===== src/rtl/l2_egress_arb.sv =====
// Round-robin egress scheduler: serializes a 14-byte header then streams the body of one
// granted ingress port into the shared TX FIFO. Define ARB_WATCHDOG_EN to build the stall watchdog.
module l2_egress_arb #(
    parameter int N_PORTS = 4,
    parameter int TIMEOUT = 1023,
    localparam int GW = (N_PORTS > 1) ? $clog2(N_PORTS) : 1
) (
    input  logic                   clk,
    input  logic                   arst,
    input  logic [N_PORTS*112-1:0] h_fifo_dout,
    input  logic [N_PORTS-1:0]     h_fifo_empty,
    output logic [N_PORTS-1:0]     h_fifo_rden,
    input  logic [N_PORTS*8-1:0]   b_fifo_dout,
    input  logic [N_PORTS-1:0]     b_fifo_del,
    input  logic [N_PORTS-1:0]     b_fifo_empty,
    output logic [N_PORTS-1:0]     b_fifo_rden,
    output logic [7:0]             o_fifo_din,
    output logic                   o_fifo_wren,
    output logic                   o_fifo_del,
    input  logic                   o_fifo_afull,
    output logic [GW-1:0]          grant,
    output logic                   busy,
    output logic                   abort
);

    generate
        if (N_PORTS < 2 || N_PORTS > 8 || TIMEOUT < 1) begin : g_param_check
            $error("l2_egress_arb: N_PORTS must be 2..8 and TIMEOUT >= 1");
        end
    endgenerate

    typedef enum logic [1:0] {S_IDLE, S_HEADER, S_PAYLOAD, S_END} state_t;

    state_t        r_state, w_state_next;
    logic [3:0]    r_cnt, w_cnt_next;
    logic [GW-1:0] r_grant, w_grant_next;
    logic [7:0]    r_din, w_din_next;
    logic          r_wren, w_wren_next;
    logic          r_del, w_del_next;

    // Per-port views of the flat input buses; header byte 0 lives in w_hdr[p][13].
    logic [13:0][7:0]   w_hdr  [N_PORTS];
    logic [7:0]         w_body [N_PORTS];
    logic [N_PORTS-1:0] w_elig;

    genvar gi;
    generate
        for (gi = 0; gi < N_PORTS; gi++) begin : g_port
            assign w_hdr[gi]  = h_fifo_dout[gi*112 +: 112];
            assign w_body[gi] = b_fifo_dout[gi*8 +: 8];
            assign w_elig[gi] = ~h_fifo_empty[gi] & ~b_fifo_empty[gi];
        end
    endgenerate

    // Round-robin search from grant+1; iterating farthest-first lets the nearest eligible port win.
    logic          w_found;
    logic [GW-1:0] w_winner;
    always_comb begin
        int v;
        v        = 0;
        w_found  = 1'b0;
        w_winner = r_grant;
        for (int k = N_PORTS; k >= 1; k--) begin
            v = int'(r_grant) + k;
            if (v >= N_PORTS) v = v - N_PORTS;
            if (w_elig[v[GW-1:0]]) begin
                w_found  = 1'b1;
                w_winner = v[GW-1:0];
            end
        end
    end

`ifdef ARB_WATCHDOG_EN
    localparam int SW = $clog2(TIMEOUT + 1);
    logic [SW-1:0] r_stall, w_stall_next;
    logic          r_abort, w_abort_next;
`endif

    always_comb begin
        w_state_next = r_state;
        w_cnt_next   = r_cnt;
        w_grant_next = r_grant;
        w_din_next   = r_din;
        w_wren_next  = 1'b0;
        w_del_next   = 1'b0;
        h_fifo_rden  = '0;
        b_fifo_rden  = '0;
`ifdef ARB_WATCHDOG_EN
        w_stall_next = r_stall;
        w_abort_next = 1'b0;
`endif
        case (r_state)
            S_IDLE: begin
                if (w_found && !o_fifo_afull) begin
                    w_grant_next = w_winner;
                    w_cnt_next   = 4'd0;
                    w_state_next = S_HEADER;
                end
            end
            S_HEADER: begin
                if (!o_fifo_afull) begin
                    w_wren_next = 1'b1;
                    w_din_next  = w_hdr[r_grant][4'd13 - r_cnt];
                    w_cnt_next  = r_cnt + 4'd1;
                    // Header is popped only together with its final byte.
                    if (r_cnt == 4'd13) begin
                        h_fifo_rden[r_grant] = 1'b1;
                        w_state_next         = S_PAYLOAD;
                    end
                end
            end
            S_PAYLOAD: begin
                if (!b_fifo_empty[r_grant] && !o_fifo_afull) begin
                    w_wren_next          = 1'b1;
                    w_din_next           = w_body[r_grant];
                    b_fifo_rden[r_grant] = 1'b1;
`ifdef ARB_WATCHDOG_EN
                    w_stall_next         = '0;
`endif
                    if (b_fifo_del[r_grant]) begin
                        w_del_next   = 1'b1;
                        w_state_next = S_END;
                    end
                end
`ifdef ARB_WATCHDOG_EN
                else if (r_stall == SW'(TIMEOUT) && !o_fifo_afull) begin
                    // Close the stuck frame with a delimited filler byte.
                    w_wren_next  = 1'b1;
                    w_din_next   = 8'h00;
                    w_del_next   = 1'b1;
                    w_abort_next = 1'b1;
                    w_state_next = S_END;
                end else if (b_fifo_empty[r_grant] && r_stall != SW'(TIMEOUT)) begin
                    w_stall_next = r_stall + 1'b1;
                end
`endif
            end
            S_END: begin
                w_cnt_next   = 4'd0;
`ifdef ARB_WATCHDOG_EN
                w_stall_next = '0;
`endif
                w_state_next = S_IDLE;
            end
            default: w_state_next = S_END;
        endcase
    end

    always_ff @(posedge clk or posedge arst) begin
        if (arst) begin
            r_state <= S_IDLE;
            r_cnt   <= 4'd0;
            r_grant <= GW'(N_PORTS - 1);
            r_din   <= 8'h00;
            r_wren  <= 1'b0;
            r_del   <= 1'b0;
        end else begin
            r_state <= w_state_next;
            r_cnt   <= w_cnt_next;
            r_grant <= w_grant_next;
            r_din   <= w_din_next;
            r_wren  <= w_wren_next;
            r_del   <= w_del_next;
        end
    end

`ifdef ARB_WATCHDOG_EN
    always_ff @(posedge clk or posedge arst) begin
        if (arst) begin
            r_stall <= '0;
            r_abort <= 1'b0;
        end else begin
            r_stall <= w_stall_next;
            r_abort <= w_abort_next;
        end
    end
    assign abort = r_abort;
`else
    assign abort = 1'b0;
`endif

    assign o_fifo_din  = r_din;
    assign o_fifo_wren = r_wren;
    assign o_fifo_del  = r_del;
    assign grant       = r_grant;
    assign busy        = (r_state != S_IDLE);

endmodule


===== config.mk =====
export PLATFORM = sky130hd
export DESIGN_NAME = l2_egress_arb
export DESIGN_NICKNAME = d
export VERILOG_FILES = /design/src/rtl/l2_egress_arb.sv
export SDC_FILE = /design/constraint.sdc
export NUM_CORES = 1
export LEC_CHECK = 0
export CELL_PAD_IN_SITES_DETAIL_PLACEMENT = 0
export CELL_PAD_IN_SITES_GLOBAL_PLACEMENT = 1
export CORE_AREA = 3 3 200 202
export CTS_CLUSTER_SIZE = 12
export DETAILED_ROUTE_END_ITERATION = 10
export DIE_AREA = 0 0 203 205
export GPL_TIMING_DRIVEN = 0
export PLACE_DENSITY = 0.69
export SETUP_SLACK_MARGIN = 0.1
export SLEW_MARGIN = 20
export SYNTH_ARGS = -nofsm -noshare
export SYNTH_HDL_FRONTEND = slang
export SYNTH_SLANG_ARGS = --single-unit

===== constraint.sdc =====
create_clock -name clk -period 2.48 [get_ports clk]
set_input_delay 0.496 -clock clk [delete_from_list [all_inputs] [get_ports clk]]
set_output_delay 0.496 -clock clk [all_outputs]
set_load 0.1 [all_outputs]

==> impl_metrics.env, run 1 <==
export IMPL_synth_common_cells="mux4_2, mux2i_1, nand2_1"
export IMPL_cts_max_level=1
export IMPL_wire_per_inst_um=27.5
export IMPL_netlist_area_leader_share_pct=42.1
export IMPL_critPathMaxFanout=5
export IMPL_layout_drive_gt1_share_pct=26.8
export IMPL_min_to="o_fifo_din[6]$_DFFE_PP0P_"
export IMPL_synth_seq_cells=18
export IMPL_cts_hold_buf=0
export IMPL_worstHoldPathType="flip-flop to flip-flop"
export IMPL_synthArstFlopShare_pct=100
export IMPL_vias=7027
export IMPL_final_setup_skew_ps=1.69
export IMPL_yosysWarnings=0
export IMPL_start_kind="flip-flop"
export IMPL_synth_area_top_cells="mux4_2, dfrtp_1, mux2i_1"
export IMPL_gr_usage_all_layers_pct=19.3
export IMPL_yosysMostFrequentCell="mux4_2"
export IMPL_drcViolationCount=0
export IMPL_crit_type="flip-flop to output port"
export IMPL_root_buffer="clkbuf_16"
export IMPL_postPlaceCellArea_um2=11200
export IMPL_r2r_end="o_fifo_din[0]$_DFFE_PP0P_"
export IMPL_cts_sinks=18
export IMPL_die_h_um=205
export IMPL_synth_cell_types=54
export IMPL_ant_nets=0
export IMPL_ys_flop_type="dfrtp_1"
export IMPL_critPathMaxStageDelay_ps=690
export IMPL_dp_hpwl_mm=36.9
export IMPL_start_util_pct=13.8
export IMPL_fp_dieW_um=203
export IMPL_violations="setup timing"
export IMPL_cellPowerDensity_nw_per_um2=854
export IMPL_cp_cell_sequence="mux4_2 > nor2_4 > and3_4 > buf_12"
export IMPL_clock_latency_ps=260
export IMPL_wl_mm=43.0
export IMPL_slew_headroom_pct=30.6
export IMPL_rsz0062_at_grt="yes"
export IMPL_place_ws_ps=-1830
export IMPL_final_max_slew_viol_count=0
export IMPL_vdd_drop_max_mv=0.313
export IMPL_finalPower_uw=10500
export IMPL_r2r_cells=7
export IMPL_ctsLongestPathBuffers=2
export IMPL_fmax_ghz=0.395
export IMPL_yosysTopAreaCell="mux4_2"
export IMPL_io_pins=517
export IMPL_worst_hold_slack_ps=508
export IMPL_hold_violations=0
export IMPL_cts_tree="yes"
export IMPL_synth_area_per_cell_um2=10.6
export IMPL_cp_slowest_cell="dfstp_4"
export IMPL_grt_pass1_wl_mm=56.5
export IMPL_cts_buffers=3
export IMPL_synthCells=499
export IMPL_status="finished with violations"
export IMPL_fin_nets=1552
export IMPL_rows=72
export IMPL_reg2reg_from="grant[0]$_DFFE_PP1P_"
export IMPL_syn_nets=1006
export IMPL_grt_max_degree=19
export IMPL_tightest_slew_ps=1040
export IMPL_whs_path_depth=2
export IMPL_finish_utilization_pct=31.8
export IMPL_routabilityCongestion=0.831
export IMPL_maxCapViolCount=0
export IMPL_syn2layout_area_growth_pct=131
export IMPL_core_um2=38500
export IMPL_fin_crit_sh_pct=102
export IMPL_cp_end_kind="output port"
export IMPL_setup_violations=5
export IMPL_antenna_found_initial=2
export IMPL_grt_pass1_vias=7520
export IMPL_period_minus_slack_ps=2530
export IMPL_netlist_area_um2=5300
export IMPL_cp_required_ps=1980
export IMPL_clkTransAtPathRegs_ps=60
export IMPL_cellLeakagePower_uw=0.00429
export IMPL_final_area_um2=12200
export IMPL_dieArea_um2=41600
export IMPL_reg2reg_slack_ps=-40
export IMPL_drt_first_iter_violations=340
export IMPL_setup_ws_ps=-52.5
export IMPL_worstPathArrival_ps=2040
export IMPL_firstDrtPassIters=4
export IMPL_synth_edf_count=0
export IMPL_vias_per_cell=4.50
export IMPL_yosysSeqAreaShare_pct=8.54
export IMPL_overflow=0
export IMPL_hold_path_startpoint="o_fifo_din[6]$_DFFE_PP0P_"
export IMPL_portBuffers=515
-- worst max path at each step --
| stage | to | from | slack (ps) |
|---|---|---|---|
| 2_1_floorplan | b_fifo_rden[0] | grant[0]$_DFFE_PP1P_ | 50 |
| 6_report | b_fifo_rden[2] | grant[0]$_DFFE_PP1P_ | -50 |
| 3_5_place_dp | o_fifo_din[3]$_DFFE_PP0P_ | r_cnt[1]$_DFFE_PP0P_ | -1830 |
| 4_1_cts | b_fifo_rden[2] | grant[0]$_DFFE_PP1P_ | -90 |
| 3_3_place_gp | o_fifo_din[1]$_DFFE_PP0P_ | r_cnt[1]$_DFFE_PP0P_ | -1820 |
| 5_1_grt | o_fifo_din[0]$_DFFE_PP0P_ | grant[0]$_DFFE_PP1P_ | -120 |
-- area by class of cell --
type | instances | area, µm²
Clock buffer | 4 | 88.8
Buffer | 49 | 520
Tap cell | 518 | 648
Timing Repair Buffer | 541 | 5530
Antenna cell | 1 | 2.50
Sequential cell | 18 | 462
Fill cell | 3987 | 26200
Multi-Input combinational cell | 420 | 4930
Inverter | 12 | 61.3
-- through the flow --
| stage | TNS, ps | std cells |
|---|---|---|
| floorplan | 0 | 499 |
| global placement | -23200 | 1532 |
| detailed placement | -23400 | 1532 |
| CTS | -472 | 1559 |
| global route | -901 | 1563 |
| finish | -225 | 1563 |
-- critical path, delay by kind of cell, from the launching register on --
kind	cells	cell delay, ps
buffers and inverters	1	170
AND/OR/NAND/NOR	2	380
multiplexers	1	540
flip-flops	1	690
-- logic make-up (layout without fill, tap and decap cells) --
group           after synthesis  in the layout  share of synthesized area [%]
compound gates              106            106                           14.9
xor+xnor                      3              3                          0.496
fa+ha+maj                    12             12                           2.83
buf+inv                      61            606                           6.66
flops                        18             18                           8.54
mux                         153            153                           52.7
other cells                   1              2                         0.0707
simple gates                145            145                           13.8
-- sequential cells by signal, indices dropped and copies added (netlist names) --
signal / count
r_state: 2
o_fifo_wren: 1
o_fifo_din: 8
r_cnt: 4
grant: 2
o_fifo_del: 1
-- metal layers --
layer	up-vias	GRT usage, %	wire length (µm)
met1	3507	24.7	17800
met3	23	3.27	2550
met5	-	0	13
li1	3184	-	-
met2	311	34.9	22100
met4	2	2.13	502
-- report_power, final --
group,switching [µW],internal [µW]
sequential,116,453
combinational,5050,4460
clock,137,247
total,5300,5150
-- cell usage in the layout, fill, tap and decap left out, types with 8 or more instances in the layout --
cell type,instances
buf_2,8
buf_4,30
o21ai_0,8
nor3_1,9
nand3_1,13
nand2_1,31
clkdlybuf4s50_1,503
inv_1,8
mux4_2,99
mux2_2,20
dfrtp_1,15
a221o_1,9
nor2_1,23
buf_6,9
nor2b_1,20
ha_1,8
mux2i_1,28
buf_12,21
a22oi_2,8
-- repair_timing --
item	CTS	global route
buffers inserted	22	2
gates resized for setup	213	34
setup endpoints to repair	25	18
pin swaps	17	9
hold endpoints to repair	0	0
gates cloned	1	1
(Power assumes the default switching activity.)
==> inputs of run 2 (changes only) <==
--- a/config.mk
+++ b/config.mk
@@ -5,14 +5,16 @@
 export SDC_FILE = /design/constraint.sdc
 export NUM_CORES = 1
 export LEC_CHECK = 0
+export ABC_AREA = 1
 export CELL_PAD_IN_SITES_DETAIL_PLACEMENT = 0
 export CELL_PAD_IN_SITES_GLOBAL_PLACEMENT = 1
-export CORE_AREA = 3 3 200 202
+export CORE_AREA = 3 3 203 205
 export CTS_CLUSTER_SIZE = 12
 export DETAILED_ROUTE_END_ITERATION = 10
-export DIE_AREA = 0 0 203 205
+export DIE_AREA = 0 0 206 208
 export GPL_TIMING_DRIVEN = 0
-export PLACE_DENSITY = 0.69
+export PLACE_DENSITY_LB_ADDON = 0.2
+export RECOVER_POWER = 50
 export SETUP_SLACK_MARGIN = 0.1
 export SLEW_MARGIN = 20
 export SYNTH_ARGS = -nofsm -noshare
==> run 2 against run 1 <==
  * The run still ends with setup timing left
  * Combinational power increased by 49%
  * Synthesized cell count rose to 2.8 times the previous value
  * Wire length up 35%
  * Synthesized area is 24% higher
  * Hold slack worse by 24 ps
  * Highest routed layer unchanged
==> impl_metrics.env, run 2 <==
export IMPL_fill_cells=4513
export IMPL_switching_power_uw=8930
export IMPL_io_pins=517
export IMPL_yosysMostFrequentCell="nand2_1"
export IMPL_rsz0062_at_grt="yes"
export IMPL_syn_nets=1918
export IMPL_cellLeakagePower_uw=0.00665
export IMPL_crit_type="flip-flop to output port"
export IMPL_slew_headroom_pct=31.1
export IMPL_setup_ws_ps=-49.4
export IMPL_violations="setup timing"
export IMPL_yosys_area_share_adder_pct=2.28
export IMPL_seq_power_share_pct=3.5
export IMPL_synth_area_per_cell_um2=4.66
export IMPL_worstHoldPathType="flip-flop to flip-flop"
export IMPL_hold_violations=0
export IMPL_p_int_uw=6200
export IMPL_final_max_slew_viol_count=0
export IMPL_yosysSeqAreaShare_pct=6.89
export IMPL_wire_per_inst_um=23.0
export IMPL_ctsLongestPathBuffers=2
export IMPL_antenna_found_initial=23
export IMPL_grt_pass1_wl_mm=78.9
export IMPL_synthArstFlopShare_pct=100
export IMPL_setup_violations=5
export IMPL_worst_hold_slack_ps=484
export IMPL_critPathMaxFanout=6
export IMPL_synth_top_family_by_area="simple AND/OR/NAND/NOR gates"
export IMPL_fmax_ghz=0.395
export IMPL_fin_nets=2486
export IMPL_final_common_cell="clkdlybuf4s50_1"
export IMPL_pwr_share_clk_pct=2.4
export IMPL_worstPathArrival_ps=2030
export IMPL_final_cell_mix="clkdlybuf4s50_1, nand2_1, nor2_1"
export IMPL_dieArea_um2=42800
export IMPL_synthCells=1411
export IMPL_clkTransAtPathRegs_ps=60
export IMPL_netlist_area_leader_share_pct=31.0
export IMPL_layout_drive_gt1_share_pct=16.6
export IMPL_core_um2=39600
export IMPL_die_h_um=208
export IMPL_rows=73
export IMPL_maxCapViolCount=0
export IMPL_syn2layout_area_growth_pct=120
export IMPL_cts_max_level=1
export IMPL_period_minus_slack_ps=2530
export IMPL_ant_nets=0
export IMPL_yosys_area_share_simple_pct=63.5
export IMPL_ys_flop_type="dfrtp_1"
export IMPL_netlist_area_um2=6570
export IMPL_portBuffers=515
export IMPL_synth_mux_area_share_pct=0
export IMPL_synth_compound_area_share_pct=11.5
export IMPL_start_util_pct=16.6
export IMPL_root_buffer="clkbuf_16"
export IMPL_largest_reg_flops=8
export IMPL_gr_usage_all_layers_pct=25.2
export IMPL_yosysTopAreaCell="nand2_1"
export IMPL_fin_crit_sh_pct=102
export IMPL_routabilityCongestion=0.885
export IMPL_vdd_drop_max_mv=0.756
export IMPL_cts_buffers=3
export IMPL_synth_cell_types=31
export IMPL_synth_common_cells="nand2_1, nand3_1, nor2_1"
export IMPL_p_sw_share_pct=59.0
export IMPL_wl_mm=58.0
export IMPL_cellPowerDensity_nw_per_um2=1040
export IMPL_power_frac_comb_pct=94.1
export IMPL_clock_latency_ps=250
export IMPL_cts_sinks=18
export IMPL_firstDrtPassIters=5
export IMPL_yosysWarnings=0
export IMPL_overflow=0
export IMPL_cp_required_ps=1980
export IMPL_vias_per_cell=4.52
export IMPL_final_setup_skew_ps=5.43
export IMPL_start_kind="flip-flop"
export IMPL_synth_area_top_cells="nand2_1, nand3_1, nor2_1"
export IMPL_place_ws_ps=-946
export IMPL_synth_seq_cells=18
export IMPL_cts_tree="yes"
export IMPL_tightest_slew_ps=1030
export IMPL_drt_first_iter_violations=771
export IMPL_drcViolationCount=0
export IMPL_synth_xor_area_share_pct=0.267
export IMPL_synth_edf_count=0
export IMPL_status="finished with violations"
export IMPL_grt_max_degree=19
export IMPL_fp_dieW_um=206
export IMPL_cp_end_kind="output port"
export IMPL_vias=11397
export IMPL_grt_pass1_vias=11467
export IMPL_dp_hpwl_mm=46.5
run 2: cell types whose count changed after synthesis, sizes merged, moves of 14 or more:
cell / delta
mux2: -20
nor2b: -21
mux4: -99
nand3: +218
mux2i: -34
inv: +109
nor2: +180
o21ai: +86
o211ai: +14
nand2: +512
or2: +20
buf: +52
run 2: worst max-delay path, stage by stage, from the launching register on:
cell,delay [ps]
dfstp_4,630
buf_12,130
inv_6,40
buf_12,140
buf_12,140
buf_12,120
buf_12,120
ha_4,150
inv_4,70
nor3_4,40
buf_12,170
run 2: cells by family after synthesis:
group,after synthesis
compound gates,139
xor+xnor,2
fa+ha+maj,12
buf+inv,226
flops,18
other cells,1
simple gates,1013
run 2: worst paths after layout:
| kind | to | startpoint | cells after the start | slack [ps] |
|---|---|---|---|---|
| min | o_fifo_din[0]$_DFFE_PP0P_ | o_fifo_din[0]$_DFFE_PP0P_ | 2 | 480 |
| max reg2reg | o_fifo_din[7]$_DFFE_PP0P_ | grant[0]$_DFFE_PP1P_ | 17 | 40 |
| min in group asynchronous | o_fifo_wren$_DFF_PP0_ | arst | 2 | 820 |
| max in group asynchronous | r_cnt[1]$_DFFE_PP0P_ | arst | 2 | 1130 |
| max | h_fifo_rden[0] | grant[0]$_DFFE_PP1P_ | 10 | -50 |
| min reg2reg | o_fifo_din[0]$_DFFE_PP0P_ | o_fifo_din[0]$_DFFE_PP0P_ | 2 | 480 |
run 2: metrics by stage:
| step | TNS (ps) | utilization [%] | cell area [µm²] | std cells | power (µW) |
|---|---|---|---|---|---|
| floorplan | -1170 | - | 6780 | 1411 | 7310 |
| detailed placement | -13020 | 31.8 | 12600 | 2451 | 11900 |
| CTS | -655 | 34.3 | 13600 | 2477 | 13800 |
| global placement | -12880 | 31.8 | 12600 | 2451 | 11900 |
| finish | -195 | 36.5 | 14500 | 2523 | 15100 |
| global route | -728 | 36.5 | 14500 | 2521 | 16300 |
run 2: per-layer routing:
| metal | global-route usage [%] | vias up | wire length, µm |
|---|---|---|---|
| li1 | - | 5604 | - |
| met1 | 30.7 | 5331 | 24100 |
| met2 | 44.0 | 397 | 28000 |
| met3 | 5.93 | 57 | 4540 |
| met4 | 7.00 | 8 | 1280 |
| met5 | 0 | - | 58 |
run 2: cell type report:
type	count	area (µm²)	share of cell area, %
Clock buffer	4	88.8	0.613
Buffer	104	1070	7.38
Inverter	122	484	3.34
Sequential cell	18	462	3.19
Timing Repair Buffer	563	5860	40.5
Tap cell	525	657	4.54
Multi-Input combinational cell	1167	5810	40.1
Antenna cell	20	50.0	0.346
run 2: repair_timing:
| action | CTS | global route |
|---|---|---|
| pin swaps | 42 | 66 |
| gates resized for setup | 265 | 145 |
| setup endpoints to repair | 23 | 26 |
| gates cloned | 2 | 9 |
| buffers inserted | 20 | 17 |
| hold buffers | 0 | 0 |
run 2: power by group through the flow:
| stage | combinational (µW) | sequential [µW] | clock [µW] |
|---|---|---|---|
| final | 14200 | 527 | 368 |
| after CTS | 12900 | 540 | 375 |
| after floorplan | 6120 | 1180 | 0 |
| after global routing | 15400 | 543 | 390 |
| after global placement | 11300 | 546 | 0 |
| after detailed placement | 11400 | 548 | 0 |
